<file path="config.mk">
export PLATFORM = sky130hd
export DESIGN_NAME = lamp_seq_ctrl_flat
export DESIGN_NICKNAME = d
export VERILOG_FILES = /design/src/rtl/lamp_seq_ctrl_pkg.sv /design/src/rtl/lamp_seq_ctrl_if.sv /design/src/rtl/lamp_seq_ctrl_debounce.sv /design/src/rtl/lamp_seq_ctrl.sv /design/src/flat_wrapper.sv
export SDC_FILE = /design/constraint.sdc
export NUM_CORES = 1
export LEC_CHECK = 0
export ABC_CLOCK_PERIOD_IN_PS = 12040
export CORE_ASPECT_RATIO = 0.5
export CORE_UTILIZATION = 35
export CTS_CLUSTER_DIAMETER = 200
export DETAILED_ROUTE_END_ITERATION = 10
export DONT_BUFFER_PORTS = 1
export SKIP_LAST_GASP = 1
export SLEW_MARGIN = 40
export SYNTH_ARGS = -nofsm -noshare
export SYNTH_HDL_FRONTEND = slang
export SYNTH_SLANG_ARGS = --single-unit
</file>
<file path="constraint.sdc">
create_clock -name clk -period 12.04 [get_ports clk]
set_clock_uncertainty 0.05 [all_clocks]
set_input_delay 2.408 -clock clk [delete_from_list [all_inputs] [get_ports clk]]
set_output_delay 2.408 -clock clk [all_outputs]
set_load 0.05 [all_outputs]
</file>
<file path="src/rtl/lamp_seq_ctrl_pkg.sv">
// Shared definitions for the stairway lamp sequencing controller.
package lamp_pkg;

  // Default width of the timer and debounce counters
  localparam int LAMP_TW = 28;

  // Width of the status LED bus
  localparam int LED_W = 7;

  // LED bit positions (all LEDs are active-low)
  localparam int LED_ON_BIT   = 3;
  localparam int LED_WARN_BIT = 4;

  // Controller state encoding; 2'd3 is unused and falls back to IDLE
  typedef enum logic [1:0] {
    IDLE = 2'd0,
    ON   = 2'd1,
    WARN = 2'd2
  } state_t;

endpackage

</file>
<file path="src/rtl/lamp_seq_ctrl_if.sv">
// Board-side signal bundle: three raw wall switches in, lamp/buzzer/LED drives out.
interface lamp_seq_ctrl_if;
  import lamp_pkg::*;

  logic             S1;
  logic             S2;
  logic             S3;
  logic             F;
  logic             Buzzer;
  logic [LED_W-1:0] LED;

  // Board / stimulus side drives the switches and observes the drives
  modport master (output S1, S2, S3, input F, Buzzer, LED);

  // Controller side
  modport slave (input S1, S2, S3, output F, Buzzer, LED);

endinterface

</file>
<file path="src/rtl/lamp_seq_ctrl_debounce.sv">
// One wall switch: 2-FF synchronizer followed by a stable-for-N-cycles debouncer.
module switch_debounce
  import lamp_pkg::*;
#(
  parameter int              TW        = LAMP_TW,
  parameter longint unsigned DB_CYCLES = 500_000
) (
  input  logic clk,
  input  logic rst,
  input  logic din,
  output logic dout
);

  localparam logic [TW-1:0] DB_LAST = TW'(DB_CYCLES - 1);

  logic          r_sync1;
  logic          r_sync2;
  logic          r_db;
  logic [TW-1:0] r_cnt;

  // Bring the raw asynchronous switch into the clock domain
  always_ff @(posedge clk or posedge rst) begin
    if (rst) begin
      r_sync1 <= 1'b0;
      r_sync2 <= 1'b0;
    end else begin
      r_sync1 <= din;
      r_sync2 <= r_sync1;
    end
  end

  // Accept a new level only after it has differed from the current one for DB_CYCLES samples
  always_ff @(posedge clk or posedge rst) begin
    if (rst) begin
      r_db  <= 1'b0;
      r_cnt <= '0;
    end else if (r_sync2 == r_db) begin
      r_cnt <= '0;
    end else if (r_cnt == DB_LAST) begin
      r_db  <= r_sync2;
      r_cnt <= '0;
    end else begin
      r_cnt <= r_cnt + TW'(1);
    end
  end

  assign dout = r_db;

endmodule

</file>
<file path="src/rtl/lamp_seq_ctrl.sv">
// Stairway lamp timer: parity-toggle retrigger, IDLE/ON/WARN sequencing, blink and buzzer.
module lamp_seq_ctrl
  import lamp_pkg::*;
#(
  parameter int              TW          = LAMP_TW,
  parameter longint unsigned DB_CYCLES   = 500_000,
  parameter longint unsigned ON_CYCLES   = 28'hFFF_FFFF,
  parameter longint unsigned WARN_CYCLES = 50_000_000,
  parameter longint unsigned BLINK_HALF  = 6_250_000
) (
  input  logic            clk,
  input  logic            rst,
  lamp_seq_ctrl_if.slave  bus
);

  localparam longint unsigned MAX_VAL = (64'd1 << TW) - 64'd1;

  localparam logic [TW-1:0] ON_LAST    = TW'(ON_CYCLES - 1);
  localparam logic [TW-1:0] WARN_LAST  = TW'(WARN_CYCLES - 1);
  localparam logic [TW-1:0] BLINK_LAST = TW'(BLINK_HALF - 1);
  // One extra bit so DB_CYCLES+2 never wraps
  localparam logic [TW:0]   PRIME_AT   = (TW+1)'(DB_CYCLES + 2);

  // Reject parameter sets that do not fit the counters or cannot blink a full period
  generate
    if (DB_CYCLES < 2 || DB_CYCLES > MAX_VAL) begin : g_bad_db
      $error("lamp_seq_ctrl: DB_CYCLES out of range");
    end
    if (ON_CYCLES < 1 || ON_CYCLES > MAX_VAL) begin : g_bad_on
      $error("lamp_seq_ctrl: ON_CYCLES out of range");
    end
    if (BLINK_HALF < 1 || WARN_CYCLES < 2 * BLINK_HALF || WARN_CYCLES > MAX_VAL) begin : g_bad_warn
      $error("lamp_seq_ctrl: WARN_CYCLES/BLINK_HALF out of range");
    end
  endgenerate

  logic [2:0]       w_sw;
  logic [2:0]       w_db;
  logic             w_par;
  logic             w_tog;
  logic             r_par_d;
  logic [TW:0]      r_pcnt;
  logic             r_primed;

  state_t           r_state;
  state_t           w_state_next;
  logic [TW-1:0]    r_timer;
  logic [TW-1:0]    w_timer_next;
  logic [TW-1:0]    r_bcnt;
  logic [TW-1:0]    w_bcnt_next;
  logic             r_phase;
  logic             w_phase_next;

  logic             w_f;
  logic             w_buzzer;
  logic [LED_W-1:0] w_led;

  assign w_sw = {bus.S3, bus.S2, bus.S1};

  genvar gi;
  generate
    for (gi = 0; gi < 3; gi++) begin : g_sw
      switch_debounce #(
        .TW        (TW),
        .DB_CYCLES (DB_CYCLES)
      ) u_db (
        .clk  (clk),
        .rst  (rst),
        .din  (w_sw[gi]),
        .dout (w_db[gi])
      );
    end
  endgenerate

  // Any single switch flip changes the parity; a simultaneous pair cancels out
  assign w_par = ^w_db;
  assign w_tog = r_primed & (w_par ^ r_par_d);

  // Parity history and power-up priming: hold off events until the debouncers have settled
  always_ff @(posedge clk or posedge rst) begin
    if (rst) begin
      r_par_d  <= 1'b0;
      r_pcnt   <= '0;
      r_primed <= 1'b0;
    end else begin
      r_par_d <= w_par;
      if (!r_primed) begin
        if (r_pcnt == PRIME_AT) begin
          r_primed <= 1'b1;
        end else begin
          r_pcnt <= r_pcnt + (TW+1)'(1);
        end
      end
    end
  end

  // FSM state, timer and blink registers
  always_ff @(posedge clk or posedge rst) begin
    if (rst) begin
      r_state <= IDLE;
      r_timer <= '0;
      r_bcnt  <= '0;
      r_phase <= 1'b0;
    end else begin
      r_state <= w_state_next;
      r_timer <= w_timer_next;
      r_bcnt  <= w_bcnt_next;
      r_phase <= w_phase_next;
    end
  end

  // Next-state logic; a retrigger always beats an expiring timer
  always_comb begin
    w_state_next = r_state;
    w_timer_next = r_timer;
    w_bcnt_next  = r_bcnt;
    w_phase_next = r_phase;
    case (r_state)
      IDLE: begin
        w_timer_next = '0;
        w_bcnt_next  = '0;
        w_phase_next = 1'b0;
        if (w_tog) w_state_next = ON;
      end
      ON: begin
        if (w_tog) begin
          w_timer_next = '0;
        end else if (r_timer == ON_LAST) begin
          w_state_next = WARN;
          w_timer_next = '0;
          w_bcnt_next  = '0;
          w_phase_next = 1'b0;
        end else begin
          w_timer_next = r_timer + TW'(1);
        end
      end
      WARN: begin
        if (w_tog) begin
          w_state_next = ON;
          w_timer_next = '0;
          w_bcnt_next  = '0;
          w_phase_next = 1'b0;
        end else if (r_timer == WARN_LAST) begin
          w_state_next = IDLE;
          w_timer_next = '0;
          w_bcnt_next  = '0;
          w_phase_next = 1'b0;
        end else begin
          w_timer_next = r_timer + TW'(1);
          if (r_bcnt == BLINK_LAST) begin
            w_bcnt_next  = '0;
            w_phase_next = ~r_phase;
          end else begin
            w_bcnt_next = r_bcnt + TW'(1);
          end
        end
      end
      default: begin
        w_state_next = IDLE;
        w_timer_next = '0;
        w_bcnt_next  = '0;
        w_phase_next = 1'b0;
      end
    endcase
  end

  // Active-low drives decoded from the registered state; lamp dark half of WARN sounds the buzzer
  always_comb begin
    w_f      = 1'b1;
    w_buzzer = 1'b1;
    w_led    = '1;
    w_led[2:0] = ~w_db;
    case (r_state)
      ON: begin
        w_f               = 1'b0;
        w_led[LED_ON_BIT] = 1'b0;
      end
      WARN: begin
        w_f                 = r_phase;
        w_buzzer            = ~r_phase;
        w_led[LED_WARN_BIT] = 1'b0;
      end
      default: ;
    endcase
  end

  assign bus.F      = w_f;
  assign bus.Buzzer = w_buzzer;
  assign bus.LED    = w_led;

endmodule
</file>
<file path="src/flat_wrapper.sv">
// flat-port wrapper written by rule: the top's interface ports become plain ports
module lamp_seq_ctrl_flat import lamp_pkg::*;
#(
  parameter int              TW          = LAMP_TW,
  parameter longint unsigned DB_CYCLES   = 500_000,
  parameter longint unsigned ON_CYCLES   = 28'hFFF_FFFF,
  parameter longint unsigned WARN_CYCLES = 50_000_000,
  parameter longint unsigned BLINK_HALF  = 6_250_000
)
  (clk, rst, bus_S1, bus_S2, bus_S3, bus_F, bus_Buzzer, bus_LED);
  lamp_seq_ctrl_if bus_i ();
  input  logic clk;
  input  logic rst;
  input wire logic [$bits(bus_i.S1)-1:0] bus_S1;
  input wire logic [$bits(bus_i.S2)-1:0] bus_S2;
  input wire logic [$bits(bus_i.S3)-1:0] bus_S3;
  output wire logic [$bits(bus_i.F)-1:0] bus_F;
  output wire logic [$bits(bus_i.Buzzer)-1:0] bus_Buzzer;
  output wire logic [$bits(bus_i.LED)-1:0] bus_LED;
  assign bus_i.S1 = bus_S1;
  assign bus_i.S2 = bus_S2;
  assign bus_i.S3 = bus_S3;
  assign bus_F = bus_i.F;
  assign bus_Buzzer = bus_i.Buzzer;
  assign bus_LED = bus_i.LED;
  lamp_seq_ctrl #(.TW(TW), .DB_CYCLES(DB_CYCLES), .ON_CYCLES(ON_CYCLES), .WARN_CYCLES(WARN_CYCLES), .BLINK_HALF(BLINK_HALF)) u_core (.clk(clk), .rst(rst), .bus(bus_i));
endmodule
</file>
==> results.json <==
{
  "final-instance-count-excl-fill": 1294,
  "postSynthRegisterBits": 183,
  "slew_violations": 0,
  "synth_cell_types": 53,
  "vdd_ir_drop_max_mv": 0.104,
  "routabilityCongestion": 0.796,
  "path_delay_family": "flip-flops",
  "synth-async-reset-ratio_pct": 100,
  "grtUsageTotal_pct": 14.3,
  "tightest_slew_ns": 0.688,
  "setup_viol_count_final": 0,
  "first_pass_grt_wire_length_um": 30900,
  "ant_nets": 0,
  "detailed_route_wirelength_on_metal3_um": 525,
  "detail_route.first_pass.iterations": 8,
  "synth_enable_flop_cells": 0,
  "dominantRegCellSynth": "sky130_fd_sc_hd__dfrtp_1",
  "pwr-share-clk_pct": 46.7,
  "highest_layer": "met4",
  "post-dp-hpwl_um": 11500,
  "seq_power_share_pct": 51.4,
  "tritoncts_num_sinks": 183,
  "post-cts-setup-buffers": 0,
  "die_width_um": 229,
  "placed_cells_incl_taps": 1262,
  "timing.final.crit_share_pct": 36.8,
  "synthDominantAreaCellType": "sky130_fd_sc_hd__dfrtp_1",
  "cp.arrival_ns": 1.97,
  "postSynthAreaPerCell_um2": 9.60,
  "count_of_hold_buffers_inserted_by_post_cts_repair": 0,
  "summed_instance_area_of_the_synthesized_netlist_um2": 9030,
  "grt_pass1_vias": 6318,
  "grt_max_degree": 115,
  "run_status": "finished with violations",
  "antennaDiodeCount": 0,
  "core.rowCount": 41,
  "cts_tree": "yes",
  "wire_per_inst_um": 13.6,
  "areaGrowthSynthToFinish_pct": 10.5,
  "worstPathRequired_ns": 9.58,
  "finish.net_count": 954,
  "fin_crit_ns": 4.43,
  "tritoncts_buffer_count": 17,
  "first_iter_violations": 484,
  "detail_route.drc_violations": 2,
  "fp.coreArea_um2": 25200,
  "p_int_uw": 936,
  "max_freq_mhz": 226,
  "violated_checks": "design-rule violations",
  "drt-met1-wl_um": 8760,
  "cap_viol_max_count": 0,
  "leakage_nw": 4.10,
  "crit_path_max_fanout": 5,
  "worst_skew_pair.late_latency_ns": 0.44,
  "synth_largest_type_area_fraction_pct": 50.7,
  "clock_tree_root": "sky130_fd_sc_hd__clkbuf_16",
  "clk_path_buf_depth": 2,
  "rsz0062_at_grt": "false",
  "met2_length_um": 7980,
  "pwr_density_cell_nw_per_um2": 121,
  "start_util_pct": 35.8,
  "ys_seq_area_share_pct": 50.7,
  "overflow": 0,
  "timing.hold.worst.class": "reg -> reg",
  "cts-resized-gates": 0,
  "wirelength_um": 17600,
  "via_per_inst": 5.01,
  "setup-tns-final_ns": 0,
  "syn-instance-count": 940,
  "design.portCount": 14,
  "path_class": "reg -> out",
  "timing.critical_path.buf_inv": 1,
  "path_clk_slew_ns": 0.07,
  "port-buffer-count": 0,
  "critPathCaptureType": "primary output",
  "floorplan.die_area_um2": 26500,
  "netSwitchingPower_uw": 273,
  "critical_path.cell_chain": "inv_1 -> ha_1 -> nand2_1 -> o21ai_2",
  "timing.final.hold_violations": 0,
  "timing.critical_path.slowest_stage_cell": "sky130_fd_sc_hd__dfrtp_1",
  "worst_slew_margin_rel_pct": 53.8,
  "ys.warnings.count": 0,
  "post_synth_main_area_contributors": "sky130_fd_sc_hd__dfrtp_1 51%, sky130_fd_sc_hd__nor2_1 6.7%, sky130_fd_sc_hd__xor2_1 6.7%, sky130_fd_sc_hd__xnor2_1 6.5%, sky130_fd_sc_hd__nand2_1 3.6%",
  "switching_share_pct": 22.6,
  "post_route_cells_drive_above_1_share_pct": 5.89,
  "grt_antenna_before_repair": 0,
  "startpoint_type": "register",
  "h-tree-depth": 4,
  "via_count": 6485,
  "floorplan.die.height_um": 116,
  "fillCellCount": 2434,
  "part_of_the_total_power_dissipated_in_combinational_logic_pct": 1.9,
  "timing.critical_path.slowest_cell_delay_ns": 0.42
}
-- kinds of logic (layout without fill, tap and decap cells) --
group	count (synthesis)	count (layout)	share of synthesized area [%]
simple gates	480	480	25.9
compound gates	72	72	5.43
flops	183	183	50.7
buf+inv	54	63	2.61
xor+xnor	137	137	13.4
mux	1	1	0.125
other cells	1	2	0.0415
fa+ha+maj	12	12	1.66
-- metal layers --
metal / track usage [%] / vias to the layer above
met3: 2.98 / 26
met5: 0 / -
li1: - / 3227
met4: 5.51 / 0
met2: 23.5 / 77
met1: 18.8 / 3155
-- final timing paths --
check	start	to	slack, ns	depth (start not counted)
max	u_core.r_state[0]$_DFFE_PP0P_	bus_F	7.61	4
min	u_core.g_sw[1].u_db.r_sync1$_DFF_PP0_	u_core.g_sw[1].u_db.r_sync2$_DFF_PP0_	0.30	0
max reg2reg	u_core.r_state[0]$_DFFE_PP0P_	u_core.r_bcnt[24]$_DFFE_PP0P_	8.95	7
min reg2reg	u_core.g_sw[1].u_db.r_sync1$_DFF_PP0_	u_core.g_sw[1].u_db.r_sync2$_DFF_PP0_	0.30	0
max in group asynchronous	rst	u_core.g_sw[2].u_db.r_cnt[10]$_DFF_PP0_	9.05	2
min in group asynchronous	rst	u_core.r_bcnt[25]$_DFFE_PP0P_	1.81	1
-- metrics by stage --
step           power, mW  setup slack, ns  util, %  hold WS [ns]  cell area [µm²]
2_1_floorplan      0.651             4.61        -         0.281             9030
3_3_place_gp       0.656             7.86     37.1         0.282             9360
3_5_place_dp       0.657             8.08     37.2         0.286             9390
4_1_cts             1.23             7.58     39.5         0.303             9970
5_1_grt             1.26             7.49     39.5         0.314             9970
6_report            1.21             7.61     39.5         0.300             9970
-- cell usage after synthesis (2+ instances only) --
cell type,n
sky130_fd_sc_hd__buf_6,2
sky130_fd_sc_hd__a21o_1,3
sky130_fd_sc_hd__clkbuf_1,13
sky130_fd_sc_hd__dfrtp_1,183
sky130_fd_sc_hd__nor3_1,26
sky130_fd_sc_hd__xnor2_1,67
sky130_fd_sc_hd__and2_1,10
sky130_fd_sc_hd__and3_1,23
sky130_fd_sc_hd__nand2_1,86
sky130_fd_sc_hd__or2_2,8
sky130_fd_sc_hd__and4_1,12
sky130_fd_sc_hd__buf_2,5
sky130_fd_sc_hd__nor2b_1,3
sky130_fd_sc_hd__o22ai_1,3
sky130_fd_sc_hd__o2bb2a_1,2
sky130_fd_sc_hd__o31ai_1,3
sky130_fd_sc_hd__buf_1,3
sky130_fd_sc_hd__a22o_1,14
sky130_fd_sc_hd__nand3_1,62
sky130_fd_sc_hd__nor2_1,162
sky130_fd_sc_hd__ha_1,12
sky130_fd_sc_hd__inv_1,28
sky130_fd_sc_hd__or4_1,3
sky130_fd_sc_hd__xor2_1,69
sky130_fd_sc_hd__a21oi_1,8
sky130_fd_sc_hd__nand4_1,40
sky130_fd_sc_hd__nor4b_1,3
sky130_fd_sc_hd__or3_1,5
sky130_fd_sc_hd__o221ai_1,4
sky130_fd_sc_hd__nor4_1,27
sky130_fd_sc_hd__o21ai_0,27
sky130_fd_sc_hd__buf_4,3
-- layout make-up --
cell class | instances | area (µm²) | share of cell area [%]
Clock inverter | 13 | 144 | 1.44
Inverter | 28 | 118 | 1.18
Sequential cell | 183 | 4580 | 45.9
Multi-Input combinational cell | 704 | 4230 | 42.4
Clock buffer | 19 | 443 | 4.44
Timing Repair Buffer | 3 | 26.3 | 0.263
Tap cell | 344 | 430 | 4.32
-- cell usage in the layout (no fill, tap or decap), drive strengths merged, types with 12 or more instances in the layout --
cell type | netlist | routed
o21ai | 28 | 28
inv | 28 | 32
ha | 12 | 12
xor2 | 69 | 69
nand4 | 40 | 40
clkbuf | 13 | 19
nor3 | 26 | 26
and4 | 13 | 13
a22o | 14 | 14
xnor2 | 67 | 67
nand3 | 63 | 63
nor2 | 162 | 162
nand2 | 86 | 86
nor4 | 27 | 27
and3 | 24 | 24
dfrtp | 183 | 183
-- state kept, by name (all words and copies together), names as in the netlist --
register                  flops
u_core.r_par_d                1
u_core.g_sw.u_db.r_sync1      3
u_core.r_bcnt                28
u_core.r_pcnt                29
u_core.g_sw.u_db.r_sync2      3
u_core.g_sw.u_db.r_cnt       84
u_core.r_state                2
u_core.g_sw.u_db.dout         3
u_core.r_timer               28
u_core.r_phase                1
u_core.r_primed               1
-- power by group through the flow --
stage / Sequential [mW] / Clock [mW] / Combinational (mW)
after floorplan: 0.632 / 0 / 0.0193
after global placement: 0.633 / 0 / 0.0239
after detailed placement: 0.633 / 0 / 0.0244
after CTS: 0.621 / 0.580 / 0.0246
after global routing: 0.621 / 0.606 / 0.0277
final: 0.621 / 0.565 / 0.0229
No activity file was read; power rests on OpenSTA's default activity.
